$ cat config.mk
export PLATFORM = sky130hd
export DESIGN_NAME = z_digit_subtractor
export DESIGN_NICKNAME = d
export VERILOG_FILES = /design/src/rtl/z_digit_subtractor.sv
export SDC_FILE = /design/constraint.sdc
export NUM_CORES = 1
export LEC_CHECK = 0
export BUFFER_PORTS_ARGS = -buffer_cell sky130_fd_sc_hd__clkbuf_2
export CAP_MARGIN = 20
export CORE_ASPECT_RATIO = 1.75
export CORE_UTILIZATION = 40
export CTS_CLUSTER_DIAMETER = 60
export CTS_CLUSTER_SIZE = 30
export DETAILED_ROUTE_END_ITERATION = 12
export HOLD_SLACK_MARGIN = 0.08
export PLACE_DENSITY = 0.62
export SLEW_MARGIN = 5
export SYNTH_ARGS = -nofsm -noshare
export SYNTH_HDL_FRONTEND = slang
export SYNTH_SLANG_ARGS = --single-unit
$ cat constraint.sdc
create_clock -name clk -period 2.9 [get_ports clk]
set_input_delay 0.145 -clock clk [delete_from_list [all_inputs] [get_ports clk]]
set_output_delay 0.145 -clock clk [all_outputs]
set_load 0.01 [all_outputs]
$ cat src/rtl/z_digit_subtractor.sv
// Digit-serial subtractor: diff = a - b - b_in, DIGIT bits per RUN cycle.
// Borrow generate/propagate chain per digit, borrow registered between digits.
module z_digit_subtractor #(
    parameter int WIDTH = 16,
    parameter int DIGIT = 4
) (
    input  logic             clk,
    input  logic             rst,
    input  logic             start,
    input  logic [WIDTH-1:0] a,
    input  logic [WIDTH-1:0] b,
    input  logic             b_in,
    output logic             busy,
    output logic             done,
    output logic [WIDTH-1:0] diff,
    output logic             b_out,
    output logic             ovf
);
    localparam int NDIG = WIDTH / DIGIT;
    localparam int KW   = (NDIG > 1) ? $clog2(NDIG) : 1;

    typedef enum logic {IDLE = 1'b0, RUN = 1'b1} state_t;

    state_t           state_q;
    logic [WIDTH-1:0] a_q, b_q, res_q, diff_q;
    logic             bor_q, done_q, b_out_q, ovf_q;
    logic [KW-1:0]    k_q;

    logic [DIGIT:0]   bor_d;
    logic [DIGIT-1:0] dig_d;
    logic [WIDTH-1:0] res_d;
    logic             last_d;

    // Operands shift right each RUN cycle, so the active digit is always the low DIGIT bits.
    always_comb begin
        bor_d    = '0;
        dig_d    = '0;
        bor_d[0] = bor_q;
        for (int i = 0; i < DIGIT; i++) begin
            dig_d[i]   = a_q[i] ^ b_q[i] ^ bor_d[i];
            bor_d[i+1] = (~a_q[i] & b_q[i]) | (~(a_q[i] ^ b_q[i]) & bor_d[i]);
        end
        res_d = res_q >> DIGIT;
        res_d[WIDTH-1 -: DIGIT] = dig_d;
        last_d = (k_q == KW'(NDIG - 1));
    end

    always_ff @(posedge clk or posedge rst) begin
        if (rst) begin
            state_q <= IDLE;
            a_q     <= '0;
            b_q     <= '0;
            res_q   <= '0;
            diff_q  <= '0;
            bor_q   <= 1'b0;
            done_q  <= 1'b0;
            b_out_q <= 1'b0;
            ovf_q   <= 1'b0;
            k_q     <= '0;
        end else begin
            done_q <= 1'b0;
            case (state_q)
                IDLE: begin
                    if (start) begin
                        a_q     <= a;
                        b_q     <= b;
                        bor_q   <= b_in;
                        res_q   <= '0;
                        k_q     <= '0;
                        state_q <= RUN;
                    end
                end
                RUN: begin
                    a_q   <= a_q >> DIGIT;
                    b_q   <= b_q >> DIGIT;
                    bor_q <= bor_d[DIGIT];
                    res_q <= res_d;
                    k_q   <= k_q + KW'(1);
                    // Results are published only here, so diff never shows a partial value.
                    if (last_d) begin
                        state_q <= IDLE;
                        diff_q  <= res_d;
                        b_out_q <= bor_d[DIGIT];
                        ovf_q   <= bor_d[DIGIT-1] ^ bor_d[DIGIT];
                        done_q  <= 1'b1;
                    end
                end
                default: state_q <= IDLE;
            endcase
        end
    end

    assign busy  = (state_q == RUN);
    assign done  = done_q;
    assign diff  = diff_q;
    assign b_out = b_out_q;
    assign ovf   = ovf_q;
endmodule

# --- Word level (Yosys, flattened, before mapping) ---
# Index checks and enable logic that the tools add are counted.
classes:
  n_eq_ne: 2
  n_addsub: 1
  mux: 15
  bitwise: 30
  reduce_logical: 1
op_table:
  columns: ["cell", "count"]
  rows:
  - ["$pmux 16 s2", 3]
  - ["$mux 16", 3]
  - ["$not 1->1", 9]
  - ["$xor 1x1->1", 9]
  - ["$and 1x1->1", 8]
  - ["$mux 1", 5]
  - ["$or 1x1->1", 4]
  - ["$pmux 1 s2", 2]
  - ["$pmux 2 s2", 1]
  - ["$add 2x1->2 const B", 1]
  - ["$eq 2x2->1 const B", 1]
  - ["$mux 2", 1]
  - ["$ne 2x2->1 const B", 1]
  - ["$reduce_and 2->1", 1]
totals:
  register_bits: 71

# --- Longest topological paths before layout ---
# Gate-level depths: netlist of run 1.
logic_depth:
  ltp_word: 11
  depth_mapped: 10
  depth_no_buf: 10

# --- Worst setup path after synthesis of run 1 ---
# OpenSTA, ideal clock, no wires.
synth_timing:
  path_type: "reg-to-reg"
  from: "reg a_q[0]"
  to: "reg diff_q[15], in the netlist diff[15]"
  stages_incl_launch_ff: 10
  arrival_ns: 2.154
  period_less_slack_ns: 2.279
  path_buffers: 0
  required_ns: 2.775
  setup_time_ns: 0.125
  path_slack_ns: 0.621
  path_cell_list: "dfrtp_1 inv_1 fa_1 inv_1 fa_1 inv_1 fa_1 inv_1 fa_1 mux2_2"
synth_via:
  elab_chain_cells: 9
synth_lines:
  columns: ["item", "line", "text"]
  rows:
  - ["start: declaration", "25", "logic [WIDTH-1:0] a_q, b_q, res_q, diff_q;"]
  - ["start signal: assignment", "74", "a_q <= a_q >> DIGIT;"]
  - ["$xor 1x1->1", "41", "bor_d[i+1] = (~a_q[i] & b_q[i]) | (~(a_q[i] ^ b_q[i]) & bor_d[i]);"]
  - ["$not 1->1", "41", null]
  - ["$and 1x1->1", "41", null]
  - ["$or 1x1->1 *", "41", null]
  - ["$and 1x1->1 *", "41", null]
  - ["$or 1x1->1 *", "41", null]
  - ["$and 1x1->1 *", "41", null]
  - ["$or 1x1->1 *", "41", null]
  - ["$xor 1x1->1 *", "40", "dig_d[i] = a_q[i] ^ b_q[i] ^ bor_d[i];"]
  - ["via dig_d[3]", "30", "logic [DIGIT-1:0] dig_d;"]
  - ["end signal: assignment", "82", "diff_q <= res_d;"]
  - ["end: declaration", "25", null]
# Mark *: on every way through the listed nets, which the timed path passes. The rest lies on a longest branch.
# A chain may end at the register's enable or synchronous reset.

# --- Final worst setup path of run 1 ---
# Same ends and word-level chain as after synthesis.

==> flow_metrics.py, run 1 <==
metrics = {
    "run_status": {
        "status": "finished, final reports clean",
    },
    "setup_path": {
        "worst-path-max-fanout": 2,
        "endpoint_kind": "flip-flop",
        "reg2reg_slack_ns": 0.52,
        "reg2reg_from": "a_q[0]$_DFFE_PP0P_",
        "r2r-end": "diff[15]$_DFFE_PP0P_",
        "ff2ff_path_depth": 9,
        "worst_ep_required_time_ns": 3.12,
        "cp_data_arrival_time_ns": 2.59,
        "path_class": "reg2reg",
        "startpoint_type": "flip-flop",
    },
    "pwr": {
        "p_switching_mw": 1.191,
        "switching_share_pct": 32.57,
        "power.density_nw_per_um2": 1016,
        "power.share.clock_pct": 25.3,
        "intPower_mw": 2.465,
        "combPwrFrac_pct": 32.9,
        "ir_drop_v": 0.0004277,
        "p_leak_nw": 1.853,
        "sequentialPowerShare_pct": 41.8,
    },
    "synth": {
        "synth_top_family_by_area": "multiplexers",
        "yosys.area_share.simple_pct": 8.288,
        "avgSynthCellArea_um2": 12.05,
        "synth_compound_area_share_pct": 5.986,
        "netlist_area_um2": 2989,
        "syn_inst": 248,
        "yosysWarnings": 0,
        "ys_types": 19,
        "synthAdderAreaFrac_pct": 3.098,
        "synth_seq_cells": 67,
        "postSynthNetCount": 289,
        "synth_seq_area_share_pct": 56.09,
        "synth_xor_xnor_area_share_pct": 0.2930,
        "muxShareOfSynthArea_pct": 20.18,
    },
    "placed_design": {
        "pre_cts_ws_ns": 0.5133,
        "globalplace.congestion": 0.7875,
        "post-dp-hpwl_um": 3749,
        "portBuffers": 55,
    },
    "timing": {
        "finalHoldViolations": 0,
        "tns_ns": 0,
        "finalSetupViolCount": 0,
        "fmax_ghz": 0.4205,
        "slew_violations": 0,
        "setup_ws_ns": 0.5219,
        "whs_ns": 0.09173,
        "worstMarginPinSlew_ns": 0.7462,
        "rsz0062_at_grt": "false",
        "fin_crit_ns": 2.378,
        "skew_ns": 0.003439,
        "slew_headroom_pct": 50.26,
        "period_share_pct": 82.00,
    },
    "clock_network": {
        "cts.path.max_buffers": 2,
        "htreeDepth": 3,
        "cts_tree": "built",
        "cts_buffers": 9,
        "clock-root-buffer": "clkbuf_16",
        "clock_latency_ns": 0.33,
        "cts_sinks": 67,
        "path_clk_slew_ns": 0.05,
        "postCtsSetupRepairBufs": 0,
    },
    "final_layout": {
        "multiInputGateArea_um2": 1131,
        "finalNetCount": 353,
        "drive_gt1_share_pct": 28.34,
        "diodes": 0,
        "seq_area_um2": 1678,
        "fin_util_pct": 49.77,
        "fill_cells": 669,
        "area_growth_pct": 20.43,
    },
    "global_route": {
        "antenna_found_initial": 0,
        "grt_overflow": 0,
        "grt_pass1_vias": 1928,
        "grt_pass1_wl_um": 9032,
        "grtUsageTotal_pct": 16.35,
        "grt_max_degree": 85,
    },
    "route": {
        "drt-initial-drc-count": 103,
        "totalWireLength_um": 5544,
        "remaining_drc_errors": 0,
        "num_vias": 1929,
        "ant_nets": 0,
        "viasPerCell": 4.823,
        "routedWlPerCell_um": 13.86,
        "drt-pass1-iter-count": 4,
    },
    "die": {
        "dieArea_um2": 7836,
        "num_rows": 41,
        "io_pins": 56,
        "fp.coreArea_um2": 7233,
        "start_util_pct": 41.33,
        "dieHeight_um": 116.4,
        "die_w_um": 67.35,
    },
    "min_path": {
        "hold_end": "a_q[12]$_DFFE_PP0P_",
        "min_path_type": "in2reg",
        "worstHoldPathCells": 3,
        "min_from": "a[12]",
    },
    "flow_run": {
        "drv_cap": 0,
    },
}
==> critical path, cell delays in order, from the launching register on <==
cell,delay (ns)
dfrtp_1,0.34
inv_1,0.06
fa_1,0.41
inv_1,0.07
fa_1,0.16
inv_1,0.05
fa_1,0.40
inv_1,0.09
fa_1,0.42
mux2_2,0.27
==> power groups by stage <==
stage          clock (mW)  sequential [mW]  combinational, mW
6_report            0.926             1.53               1.20
2_1_floorplan           0             1.56              0.896
3_3_place_gp            0             1.53               1.18
3_5_place_dp            0             1.55               1.23
5_1_grt             0.974             1.58               1.38
4_1_cts             0.940             1.54               1.24
==> flip-flops by register name (all words and copies together), names as in the netlist <==
register  count
res_q        12
bor_q         1
b_q          16
k_q           2
b_out         1
done          1
diff         16
busy          1
ovf           1
a_q          16
==> per-stage QoR <==
step                      power (mW)  instance area, um^2  std cells
after floorplan                2.454                 2989        248
after global placement         2.709                 3278        379
after detailed placement       2.778                 3278        379
after CTS                      3.713                 3600        400
after global routing           3.934                 3600        400
final                          3.656                 3600        400
==> synth_stat cells <==
master,number,area (um^2)
dfrtp_1,67,1677
mux2i_1,40,400.4
nand2_1,34,127.6
o21ai_0,32,160.2
inv_1,13,48.80
nand2b_1,12,75.07
mux2_2,10,112.6
nor2_1,9,33.78
buf_6,8,90.09
mux2_4,6,90.09
buf_4,4,30.03
fa_1,4,80.08
clkbuf_1,2,7.510
o21ai_1,2,10.01
a22o_1,1,8.760
buf_2,1,5.000
ha_1,1,12.51
nand2_4,1,11.26
xnor2_1,1,8.760
==> cells by family (layout without fill, tap and decap cells) <==
group,count (synthesis),count (layout)
flip-flops,67,67
multiplexers,56,56
AND/OR/NAND/NOR,56,56
AO/OA/AOI/OAI,35,35
buffers and inverters,28,94
adder cells (fa/ha/maj),5,5
XOR/XNOR,1,1
==> metal layers <==
metal,track usage [%],vias to the layer above,share of wire [%]
met5,0,-,0
met4,15.32,0,4.9
met3,3.223,15,3.8
met2,24.20,40,47
met1,19.38,925,44
li1,-,949,-
==> worst max-delay path by stage <==
stage / slack [ns] / to / cells after the start / start
global placement: 0.55 / diff[15]$_DFFE_PP0P_ / 9 / a_q[0]$_DFFE_PP0P_
floorplan: 0.62 / diff[15]$_DFFE_PP0P_ / 9 / a_q[0]$_DFFE_PP0P_
finish: 0.52 / diff[15]$_DFFE_PP0P_ / 9 / a_q[0]$_DFFE_PP0P_
global route: 0.39 / diff[15]$_DFFE_PP0P_ / 9 / a_q[0]$_DFFE_PP0P_
CTS: 0.50 / diff[15]$_DFFE_PP0P_ / 9 / a_q[0]$_DFFE_PP0P_
detailed placement: 0.51 / diff[15]$_DFFE_PP0P_ / 9 / a_q[0]$_DFFE_PP0P_
==> final cells by class <==
type | count | area share [%]
Sequential cell | 67 | 46.61
Multi-Input combinational cell | 153 | 31.42
Timing Repair Buffer | 68 | 10.91
Clock buffer | 12 | 6.569
Tap cell | 86 | 2.989
Inverter | 13 | 1.356
Clock inverter | 1 | 0.1390
==> layout by cell type (no fill, tap or decap), types with 4 or more instances in the layout <==
| master | n |
|---|---|
| nand2b_1 | 12 |
| nor2_1 | 9 |
| mux2i_1 | 40 |
| buf_4 | 5 |
| mux2_4 | 6 |
| dfrtp_1 | 66 |
| mux2_2 | 10 |
| fa_1 | 4 |
| nand2_1 | 34 |
| clkbuf_2 | 55 |
| clkbuf_16 | 9 |
| o21ai_0 | 32 |
| dlygate4sd3_1 | 8 |
| inv_1 | 12 |
==> timing repair <==
item                      in CTS  in global routing
hold buffers                   8                  0
gates resized for setup        0                  0
hold endpoints to repair      34                  0
Power figures use the tool's default switching activity.
==> run 2: changes to the inputs <==
--- a/config.mk
+++ b/config.mk
@@ -5,6 +5,7 @@
 export SDC_FILE = /design/constraint.sdc
 export NUM_CORES = 1
 export LEC_CHECK = 0
+export ABC_AREA = 1
 export BUFFER_PORTS_ARGS = -buffer_cell sky130_fd_sc_hd__clkbuf_2
 export CAP_MARGIN = 20
 export CORE_ASPECT_RATIO = 1.75
@@ -13,7 +14,7 @@
 export CTS_CLUSTER_SIZE = 30
 export DETAILED_ROUTE_END_ITERATION = 12
 export HOLD_SLACK_MARGIN = 0.08
-export PLACE_DENSITY = 0.62
+export PLACE_DENSITY = 0.64
 export SLEW_MARGIN = 5
 export SYNTH_ARGS = -nofsm -noshare
 export SYNTH_HDL_FRONTEND = slang
==> constraint.sdc (replaced) <==
create_clock -name clk -period 2.04 [get_ports clk]
set_input_delay 0.102 -clock clk [delete_from_list [all_inputs] [get_ports clk]]
set_output_delay 0.102 -clock clk [all_outputs]
set_load 0.01 [all_outputs]
==> run 2 against run 1 <==
  * The run now ends with setup timing left
  * Critical path depth increased by 1
  * Power is 65% higher
  * Count of clock-buffer cells in the layout decreased by 2
  * Synthesized cell count is 25% higher
  * First-iteration DRC count grew 43%
  * Flip-flop and latch count did not move
  * Sequential share of layout area down 4.0 points
  * Register-to-register slack worse by 0.65 ns
  * Critical path type unchanged
  * Critical endpoint is now res_q[15]$_DFFE_PP0P_
  * Largest cell class unchanged
  * Highest routed layer unchanged
==> flow_metrics.py, run 2 <==
metrics = {
    "min_path": {
        "min_path_type": "in2reg",
        "hold_end": "a_q[9]$_DFFE_PP0P_",
        "min_from": "start",
        "worstHoldPathCells": 4,
    },
    "setup_path": {
        "cp_data_arrival_time_ns": 2.37,
        "endpoint_kind": "flip-flop",
        "reg2reg_from": "a_q[0]$_DFFE_PP0P_",
        "reg2reg_slack_ns": -0.13,
        "ff2ff_path_depth": 10,
        "worst-path-max-fanout": 2,
        "startpoint_type": "flip-flop",
        "path_class": "reg2reg",
        "r2r-end": "res_q[15]$_DFFE_PP0P_",
        "worst_ep_required_time_ns": 2.24,
    },
    "die": {
        "io_pins": 56,
        "die_w_um": 66.51,
        "start_util_pct": 41.87,
        "fp.coreArea_um2": 6957,
        "num_rows": 40,
        "dieArea_um2": 7640,
        "dieHeight_um": 114.9,
    },
    "timing": {
        "finalHoldViolations": 0,
        "rsz0062_at_grt": "true",
        "whs_ns": 0.09165,
        "period_share_pct": 106.4,
        "finalSetupViolCount": 4,
        "fin_crit_ns": 2.170,
        "slew_headroom_pct": 68.12,
        "fmax_ghz": 0.4609,
        "worstMarginPinSlew_ns": 0.4783,
        "slew_violations": 0,
        "skew_ns": 0.006869,
        "setup_ws_ns": -0.1297,
    },
    "final_layout": {
        "diodes": 0,
        "seq_area_um2": 1677,
        "drive_gt1_share_pct": 24.57,
        "fill_cells": 600,
        "finalNetCount": 443,
        "final_cells": 491,
        "mostFrequentLayoutCell": "nand2_1",
        "area_growth_pct": 35.01,
        "final_cell_mix": "111 x nand2_1, 67 x dfrtp_1, 59 x nand3_1, 55 x clkbuf_2, 36 x dlygate4sd3_1",
        "multiInputGateArea_um2": 998.5,
        "fin_util_pct": 56.53,
    },
    "global_route": {
        "grt_pass1_vias": 2327,
        "antenna_found_initial": 0,
        "grt_max_degree": 49,
        "grt_overflow": 0,
        "grt_pass1_wl_um": 10570,
        "use_met2_pct": 31.50,
        "grt_use_met3_pct": 5.060,
        "use_met1_pct": 21.82,
        "grtUsageTotal_pct": 18.82,
        "busiest_layer": "met2",
    },
    "pwr": {
        "ir_drop_v": 0.0006481,
        "p_total_mw": 6.036,
        "power.density_nw_per_um2": 1535,
        "p_leak_nw": 2.000,
    },
    "synth": {
        "avgSynthCellArea_um2": 9.366,
        "yosysWarnings": 0,
        "synth_seq_area_share_pct": 57.56,
        "yosysTopAreaCellShare_pct": 57.56,
        "synth_compound_area_share_pct": 5.498,
        "muxShareOfSynthArea_pct": 0,
        "synth_xor_xnor_area_share_pct": 0,
        "postSynthNetCount": 352,
        "ys_types": 16,
        "synthAdderAreaFrac_pct": 3.179,
        "async_flop_share_pct": 100.0,
        "synth_seq_cells": 67,
        "yosys.area_share.simple_pct": 25.34,
        "synth_commonest_cells": "111 x nand2_1, 67 x dfrtp_1, 59 x nand3_1, 19 x inv_1, 12 x o21ai_1",
        "yosys_most_used_dff": "dfrtp_1",
        "post-synth-top-count-cell": "nand2_1",
        "synth_area_leaders": "dfrtp_1 58%, nand2_1 14%, nand3_1 10%, buf_6 4.3%, fa_1 2.7%",
        "synth_top_family_by_area": "simple AND/OR/NAND/NOR gates",
        "netlist_area_um2": 2913,
        "synth_top_area_cell": "dfrtp_1",
        "syn_inst": 311,
        "synth_edf_count": 0,
    },
    "placed_design": {
        "globalplace.congestion": 0.7463,
        "dp.cells": 436,
        "post-dp-hpwl_um": 3747,
        "portBuffers": 55,
    },
    "route": {
        "drt-initial-drc-count": 147,
        "routedWlPerCell_um": 12.81,
        "drt-pass1-iter-count": 4,
        "ant_nets": 0,
        "viasPerCell": 4.821,
        "totalWireLength_um": 6290,
        "num_vias": 2367,
        "remaining_drc_errors": 0,
    },
    "clock_network": {
        "cts.path.max_buffers": 2,
        "clock_latency_ns": 0.33,
        "clock-root-buffer": "clkbuf_16",
        "path_clk_slew_ns": 0.06,
        "cts_tree": "built",
        "htreeDepth": 3,
        "cts_buffers": 9,
        "cts_sinks": 67,
    },
    "run_status": {
        "status": "finished, violations left",
        "violations": "setup timing",
    },
    "flow_run": {
        "drv_cap": 0,
    },
}
## run 2: changes by cell type after synthesis, moves of 10 or more
cell | before | now
mux2_2 | 10 | 0
mux2i_1 | 40 | 0
nand2_1 | 34 | 111
nand2b_1 | 12 | 0
nand3_1 | 0 | 59
o21ai_0 | 32 | 6
o21ai_1 | 2 | 12
## run 2: worst max-delay path: stages (launching register included)
cell and delay, ns:
dfrtp_1 0.36, inv_2 0.05, fa_2 0.38, inv_2 0.06, fa_2 0.18, inv_2 0.04, fa_2 0.35, inv_2 0.08
fa_1 0.42, inv_2 0.08, o21ai_1 0.05
## run 2: metal layers
| layer | part of all wire (%) | routed length [um] |
|---|---|---|
| met1 | 40 | 2541 |
| met2 | 53 | 3365 |
| met3 | 4.2 | 262 |
| met4 | 1.9 | 121 |
| met5 | 0 | 0 |
## run 2: layout make-up
cell class	count	share of cell area (%)
clock buffers	10	6.077
clock inverters	6	2.832
inverters	21	2.068
multi-input cells	204	25.39
flip-flops and latches	67	42.63
well taps	84	2.673
repair buffers	99	18.33
## run 2: power breakdown
part / switching (mW) / internal, mW / leakage [nW]
combinational: 1.18 / 0.867 / 0.966
sequential: 0.327 / 1.87 / 0.865
clock: 0.564 / 1.23 / 0.169
## run 2: worst max path at each step
stage,end,slack [ns],from
after floorplan,res_q[15]$_DFFE_PP0P_,-0.03,a_q[0]$_DFFE_PP0P_
after global placement,res_q[15]$_DFFE_PP0P_,-0.09,a_q[0]$_DFFE_PP0P_
after detailed placement,res_q[15]$_DFFE_PP0P_,-0.15,a_q[0]$_DFFE_PP0P_
after CTS,res_q[15]$_DFFE_PP0P_,-0.11,a_q[0]$_DFFE_PP0P_
after global routing,res_q[15]$_DFFE_PP0P_,-0.18,a_q[0]$_DFFE_PP0P_
final,res_q[15]$_DFFE_PP0P_,-0.13,a_q[0]$_DFFE_PP0P_
## run 2: metrics by stage
stage	area, um^2	TNS, ns	setup WS [ns]
after floorplan	2920	-0.03803	-0.02915
after global placement	3199	-0.1559	-0.09044
after detailed placement	3199	-0.3576	-0.1459
after CTS	3918	-0.3066	-0.1145
after global routing	3933	-0.6284	-0.1806
final	3933	-0.3511	-0.1297
## run 2: timing repair
| item | CTS | global route |
|---|---|---|
| endpoints found under the setup margin | 4 | 5 |
| hold buffers | 36 | 0 |
| endpoints found under the hold margin | 52 | 0 |
| pin swaps | 1 | 0 |
| buffers inserted | 1 | 2 |
| resized for setup | 3 | 0 |
## run 2: kinds of logic (layout without fill, tap and decap cells)
kind of cell,Yosys count,count (layout)
simple gates,173,173
flops,67,67
buf+inv,40,136
compound gates,26,26
fa+ha+maj,5,5
